--- src/rtl/fu_store_buffer_pkg.sv ---
// fu_store_buffer_pkg: shared types, opcodes and ROB age helper for the store buffer.
package fu_store_buffer_pkg;

    localparam int SB_TAG_W = 5;

    localparam logic [6:0] OPC_STORE = 7'b0100011;
    localparam logic [2:0] F3_SW     = 3'b010;
    localparam logic [2:0] F3_SB     = 3'b000;

    typedef struct packed {
        logic [6:0]          opcode;
        logic [2:0]          func3;
        logic [31:0]         imm;
        logic [SB_TAG_W-1:0] rob_index;
    } rs_data;

    typedef struct packed {
        logic                valid;
        logic                committed;
        logic [SB_TAG_W-1:0] tag;
        logic [31:0]         addr;
        logic [31:0]         wdata;
        logic [3:0]          be;
    } sb_entry;

    // True when tag was allocated after mis_tag and before the ROB tail.
    function automatic logic rob_younger(input logic [SB_TAG_W-1:0] tag,
                                         input logic [SB_TAG_W-1:0] mis_tag,
                                         input logic [SB_TAG_W-1:0] tail_tag);
        logic [SB_TAG_W-1:0] d;
        logic [SB_TAG_W-1:0] e;
        d = tag - mis_tag;
        e = tail_tag - mis_tag;
        return (d != '0) && (d < e);
    endfunction

endpackage

--- src/rtl/fu_store_buffer.sv ---
// fu_store_buffer: holds issued stores until ROB retirement, drains them in order to BRAM,
// flushes speculative stores on mispredict and flags loads that alias a pending store.
module fu_store_buffer
    import fu_store_buffer_pkg::*;
#(
    parameter int DEPTH = 8,
    parameter int TAG_W = SB_TAG_W
) (
    input  logic             clk,
    input  logic             reset,
    input  logic             issued,
    input  rs_data           data_in,
    input  logic [31:0]      ps1_data,
    input  logic [31:0]      ps2_data,
    input  logic [TAG_W-1:0] curr_rob_tag,
    input  logic             mispredict,
    input  logic [TAG_W-1:0] mispredict_tag,
    input  logic             retire_valid,
    input  logic [TAG_W-1:0] retire_tag,
    input  logic [31:0]      ld_addr,
    output logic             sb_ready,
    output logic             store_done,
    output logic [TAG_W-1:0] store_done_tag,
    output logic             ld_conflict,
    output logic             mem_we,
    output logic [31:0]      mem_addr,
    output logic [31:0]      mem_wdata,
    output logic [3:0]       mem_be
);

    localparam int PTR_W = $clog2(DEPTH);
    localparam int CNT_W = PTR_W + 1;

    sb_entry          q [DEPTH];
    sb_entry          new_e;
    logic [PTR_W-1:0] head, tail, commit_idx, base_tail;
    logic [CNT_W-1:0] count, flush_off, base_cnt;
    logic [DEPTH-1:0] flush;
    logic [31:0]      new_addr;
    logic             alloc, drain, commit_hit, do_commit, flush_hit, done_q;
    logic [TAG_W-1:0] done_tag;
    logic             unused_ld;

    assign unused_ld      = ^ld_addr[1:0];
    assign sb_ready       = !count[PTR_W];
    assign store_done_tag = done_tag;
    assign store_done     = done_q && !(mispredict && rob_younger(done_tag, mispredict_tag, curr_rob_tag));

    always_comb begin
        new_addr        = ps1_data + data_in.imm;
        new_e.valid     = 1'b1;
        new_e.committed = 1'b0;
        new_e.tag       = data_in.rob_index;
        new_e.addr      = new_addr;
        new_e.wdata     = data_in.func3 == F3_SB ? {4{ps2_data[7:0]}} : ps2_data;
        new_e.be        = data_in.func3 == F3_SW ? 4'b1111 :
                          data_in.func3 == F3_SB ? 4'b0001 << new_addr[1:0] : 4'b0000;
        alloc = issued && sb_ready && data_in.opcode == OPC_STORE &&
                !(mispredict && rob_younger(data_in.rob_index, mispredict_tag, curr_rob_tag));
        drain       = q[head].valid && q[head].committed;
        ld_conflict = 1'b0;
        commit_hit  = 1'b0;
        commit_idx  = head;
        flush_hit   = 1'b0;
        flush_off   = '0;
        for (int i = 0; i < DEPTH; i++) begin
            flush[i] = mispredict && q[i].valid && !q[i].committed &&
                       rob_younger(q[i].tag, mispredict_tag, curr_rob_tag);
            ld_conflict |= q[i].valid && q[i].addr[31:2] == ld_addr[31:2];
        end
        // Walk from head so the first hit is the oldest entry in program order.
        for (int i = 0; i < DEPTH; i++) begin
            if (!commit_hit && q[head + PTR_W'(i)].valid && !q[head + PTR_W'(i)].committed) begin
                commit_hit = 1'b1;
                commit_idx = head + PTR_W'(i);
            end
            if (!flush_hit && flush[head + PTR_W'(i)]) begin
                flush_hit = 1'b1;
                flush_off = CNT_W'(i);
            end
        end
        do_commit = retire_valid && commit_hit && q[commit_idx].tag == retire_tag;
        base_tail = flush_hit ? head + flush_off[PTR_W-1:0] : tail;
        base_cnt  = flush_hit ? flush_off : count;
    end

    always_ff @(posedge clk) begin
        if (reset) begin
            for (int i = 0; i < DEPTH; i++) q[i] <= '0;
            head      <= '0;
            tail      <= '0;
            count     <= '0;
            done_q    <= 1'b0;
            done_tag  <= '0;
            mem_we    <= 1'b0;
            mem_addr  <= '0;
            mem_wdata <= '0;
            mem_be    <= '0;
        end else begin
            if (do_commit) q[commit_idx].committed <= 1'b1;
            for (int i = 0; i < DEPTH; i++) if (flush[i]) q[i].valid <= 1'b0;
            if (drain) q[head].valid <= 1'b0;
            if (alloc) q[base_tail] <= new_e;
            mem_we <= drain;
            if (drain) begin
                mem_addr  <= q[head].addr;
                mem_wdata <= q[head].wdata;
                mem_be    <= q[head].be;
            end
            head   <= head + PTR_W'(drain);
            tail   <= base_tail + PTR_W'(alloc);
            count  <= base_cnt + CNT_W'(alloc) - CNT_W'(drain);
            done_q <= alloc;
            if (alloc) done_tag <= data_in.rob_index;
        end
    end

endmodule

--- config.mk ---
export PLATFORM = sky130hd
export DESIGN_NAME = fu_store_buffer
export DESIGN_NICKNAME = d
export VERILOG_FILES = /design/src/rtl/fu_store_buffer_pkg.sv /design/src/rtl/fu_store_buffer.sv
export SDC_FILE = /design/constraint.sdc
export NUM_CORES = 2
export LEC_CHECK = 0
export BUFFER_PORTS_ARGS = -buffer_cell sky130_fd_sc_hd__buf_4
export CAP_MARGIN = 10
export CORE_ASPECT_RATIO = 2
export CORE_UTILIZATION = 40
export CTS_CLUSTER_SIZE = 8
export DETAILED_ROUTE_END_ITERATION = 12
export GPL_ROUTABILITY_DRIVEN = 0
export SKIP_LAST_GASP = 1
export SYNTH_ARGS = -nofsm -noshare
export SYNTH_HDL_FRONTEND = slang
export SYNTH_SLANG_ARGS = --single-unit
--- constraint.sdc ---
create_clock -name clk -period 8 [get_ports clk]
set_input_delay 0 -clock clk [delete_from_list [all_inputs] [get_ports clk]]
set_output_delay 0 -clock clk [all_outputs]
set_load 0.01 [all_outputs]
* Word-level counts from Yosys, hierarchy flattened
Memories as Yosys holds them, arrays and structs flattened. A register that Yosys moved wholly into a read port is not among the register bits.
Index checks and enable logic that the tools add are counted.
** Storage, ports and cells
- Register bits :: 85
- Memory bits (writable) :: 600
- Input port bits :: 163
- Memories kept :: 1
** Memories
- q :: words 8, width 75, rd ports 17, clocked after Yosys merged registers in 1, wr ports 11, RTL line fu_store_buffer.sv:34 : sb_entry q [DEPTH];
** Cells by class
- Add/subtract/negate cells :: 24
- Magnitude comparators :: 18
- Equality and inequality tests :: 11
- Shifts and indexed selects :: 1
- Mux-type cells :: 95
- Bitwise gates (word level) :: 15
- Reduce and logical (&&, ||, !) cells :: 117
** Operator list (count)
- == test 30 bit :: 8
- logical AND 1 bit :: 73
- 2-to-1 mux 1 bit :: 68
- subtractor 5 bit :: 11
- less-than comparator 5 bit :: 10
- nonzero test 5 bit :: 10
- 2-to-1 mux 4 bit :: 9
- zero test 1 bit :: 33
- adder 32 bit :: 1
- less-than comparator 3 x 4 -> 1 bit, second input constant :: 8
- 2-to-1 mux 32 bit :: 1
- 2-to-1 mux 3 bit :: 9
- binary-select mux 1 bit (select 3 bit) :: 8
- bitwise OR 1 bit :: 15
- adder 3 bit, second input constant :: 4
- == test 7 x 6 -> 1 bit, second input constant :: 1
- adder 3 x 1 -> 3 bit :: 2
- adder 3 x 2 -> 3 bit, second input constant :: 2
- == test 5 bit :: 1
- adder 4 x 1 -> 4 bit :: 1
- << shifter 1 x 2 -> 4 bit, first input constant :: 1
- subtractor 4 x 1 -> 4 bit :: 1
- adder 3 x 1 -> 3 bit, second input constant :: 1
- adder 3 bit :: 1
- other kinds (2) :: 2

* Logic depth before layout (Yosys ltp)
An unclocked memory read counts as a cell.
- Depth after elaboration :: 37
- Mapped depth :: 26
- Gate-level depth less buffers :: 24

* Least setup slack after synthesis
No wires, ideal clock.
- Kind :: input -> register
- From :: in mispredict_tag[1]
- To :: mem q[0][0] (netlist bit), enable pin
- Library setup time :: 0.443 ns
- Arrival time :: 7.117 ns
- Required time :: 7.557 ns
- Slack :: 0.440 ns
- Cell stages on the path :: 21
- Path buffers :: 0
- Cell sequence :: inv_1 ha_1 a21o_1 a21oi_1 xor2_1 ha_1 o21a_1 a211oi_1 nand3_1 mux2_2 mux4_2 o31a_1 nand2_1 nor2_1 a31o_2 ha_1 fa_1 xor2_1 xor2_2 a31oi_1 nand2b_1
** RTL lines
- from (decl) :: RTL line fu_store_buffer.sv:17 : input logic [TAG_W-1:0] mispredict_tag,
- to (decl) :: RTL line fu_store_buffer.sv:34

==> metrics.cfg <==
[sta]
post-route-period-util_pct=85.8
period_minus_slack_ns=6.86
finalMaxSlewViolations=0
holdWs_ns=0.0441
final_hold_viol_count=0
tightest_slew_ns=1.24
maxSlewHeadroom_pct=17.4
setup_viol=0
rsz0062_at_grt=false
final.setup.tns_ns=0
clock.fmax_mhz=146
clock_skew_ns=0.0551

[floorplan]
core_area_um2=92700
die_height_um=434
initial_core_util_pct=40.3
dieArea_um2=94800
ios=240
std_cell_rows=158
die_w_um=218

[worst_setup_path]
r2r_slack_ns=1.14
cp_max_fo=39
cp.required_ns=8.31
worstReg2RegStart=q[7][69]
crit_start=q[7][69]
worstPathArrival_ns=7.17
worstSetupEndpointType=register
endpoint=q[3][53]
reg2reg_depth=23
path_class=reg -> reg
r2r-end=q[3][53]
start_kind=register

[job]
drv_cap=0

[grt]
grt_overflow=0
grt_pass1_vias=28000
grt_max_degree=86
grt_pass1_wl_mm=187
antenna_found_initial=5
grtUsageTotal_pct=27.4

[final_layout]
final_common_cell=nor2_1
most-common-layout-cells=nor2_1, edfxtp_1, buf_4, xnor2_1, nand2_1
syn2layout_area_growth_pct=18.5
nNetsFinal=3760
post_route_cells_drive_above_1_share_pct=18.0
fin_cells=4731

[clocking]
root_buffer=clkbuf_16
numCtsBuffers=95
clock_path_buffers=3
path_clk_slew_ns=0.05
cts_tree=done
htreeDepth=3
clock-sinks=685
clk_latency_ns=0.69
cts_resized=0
cts_setup_buffers=0

[pwr]
power_per_cell_area_nw_per_um2=201
p_leak_nw=16.7
max-vdd-ir-drop_uv=150
seq_power_share_pct=45.2
p_int_w=0.00659
p_clk_share_pct=43.3
comb_power_share_pct=11.5
power.switching_w=0.00229
swShare_pct=25.8

[synth]
ys_seq_area_share_pct=52.3
synth_warnings=0
yosys.area.top_type_share_pct=46.9
synth_area_leader_cell=edfxtp_1
synth.distinct_cells=85
synth_edf_count=584
synth_area_leaders=edfxtp_1, mux4_2, nor2_1
synth-async-reset-ratio_pct=0
synth.avg_cell_area_um2=11.7
synth_fp_nets=3495
synth-seq-cells=685
syn_inst=3188
synthFlopType=edfxtp_1
synth_area_um2=37400

[route]
drt-pass1-iter-count=7
drtIter0Drc=2523
vias=27800
routed_wl_mm=130
routed_via_density=5.88
drc=0
routedWlPerCell_um=27.5
postRouteAntennaNets=0

[placement]
dpl.hpwl_mm=87.9
portBuffers=237
dp_cells=4512

[run_status]
outcome=finished clean

[min_path]
hold_class=in -> reg

logic make-up (layout without fill, tap and decap cells):
group	Yosys count	after routing	synth area share [%]
AOI/OAI and AO/OA	357	357	6.80
buffers and inverters	259	601	3.01
muxes	202	202	10.6
DFF	685	685	52.3
and+or+nand+nor	1217	1217	14.4
other	0	1	0
xor gates and xnor gates	324	324	7.73
adders and majority gates	144	144	5.10
area by class of cell:
cell class / instances / area [um2]
fill: 8425 / 48400
sequential: 685 / 19600
inverter: 64 / 243
tap: 1200 / 1500
clock buffer: 167 / 2660
timing repair buffer: 363 / 3350
antenna: 1 / 2.50
multi-input combinational: 2244 / 16800
clock inverter: 7 / 165
sequential cells by signal, summed over array words and instances, names as in the netlist:
signal,cells
tail,3
count,4
mem_be,4
mem_we,1
done_q,1
mem_wdata,32
head,3
q,600
mem_addr,32
store_done_tag,5
stage by stage:
step                      power, W  cell area [um2]  util, %  setup slack (ns)
after floorplan            0.00465            37400        -             0.440
after global placement     0.00508            41100     44.3              1.04
after detailed placement   0.00509            41100     44.3             0.973
after CTS                  0.00892            44300     47.8              1.21
after global routing       0.00914            44300     47.8             0.818
final                      0.00889            44300     47.8              1.14
power by group through the flow:
| stage | clock [W] | combinational (W) | sequential, W |
|---|---|---|---|
| 2_1_floorplan | 0 | 0.000573 | 0.00408 |
| 3_5_place_dp | 0 | 0.000998 | 0.00409 |
| 3_3_place_gp | 0 | 0.000991 | 0.00408 |
| 4_1_cts | 0.00388 | 0.00102 | 0.00402 |
| 5_1_grt | 0.00402 | 0.00109 | 0.00403 |
| 6_report | 0.00384 | 0.00102 | 0.00402 |
worst min path at each step:
stage	startpoint	endpoint	slack, ns	depth (start not counted)
2_1_floorplan	data_in[2]	store_done_tag[2]	0.14	2
3_3_place_gp	data_in[3]	store_done_tag[3]	0.29	3
3_5_place_dp	data_in[3]	store_done_tag[3]	0.31	3
4_1_cts	ps1_data[30]	q[0][66]	0.03	4
5_1_grt	ps1_data[26]	q[0][62]	0.07	5
6_report	ps1_data[23]	q[0][59]	0.04	4
critical path, stage by stage (launching register included):
cell	delay [ns]
edfxtp_1	0.50
ha_1	0.31
nor2b_1	0.13
o21a_1	0.17
or3_1	0.32
and2_1	0.17
ha_1	0.28
o21a_1	0.18
a211oi_1	0.26
buf_4	0.19
nand3_1	0.15
mux2_2	0.32
mux4_2	0.51
o31a_1	0.19
nand2_1	0.14
nor2_1	0.09
a31o_2	0.22
ha_1	0.19
fa_1	0.40
xor2_1	0.40
xnor2_2	0.26
o21ai_0	0.49
or2_4	0.25
buf_12	0.28
routing by layer:
metal	global-route usage (%)	up-vias	routed length (um)
li1	-	12200	-
met1	30.8	13900	46100
met2	47.2	1351	65300
met3	4.41	393	8830
met4	18.8	8	9730
met5	0	-	58
synth_stat cells (all sizes together) (73+ instances only):
library cell,number
nand2,192
xor2,113
a21oi,85
clkbuf,105
dfxtp,101
a311oi,73
xnor2,211
nor2,717
mux4,154
edfxtp,584
buf,90
ha,130
timing repair:
| item | CTS | global route |
|---|---|---|
| hold buffers | 44 | 0 |
| setup endpoints to repair | 0 | 0 |
| endpoints found under the hold margin | 344 | 0 |
Power figures use the tool's default switching activity.
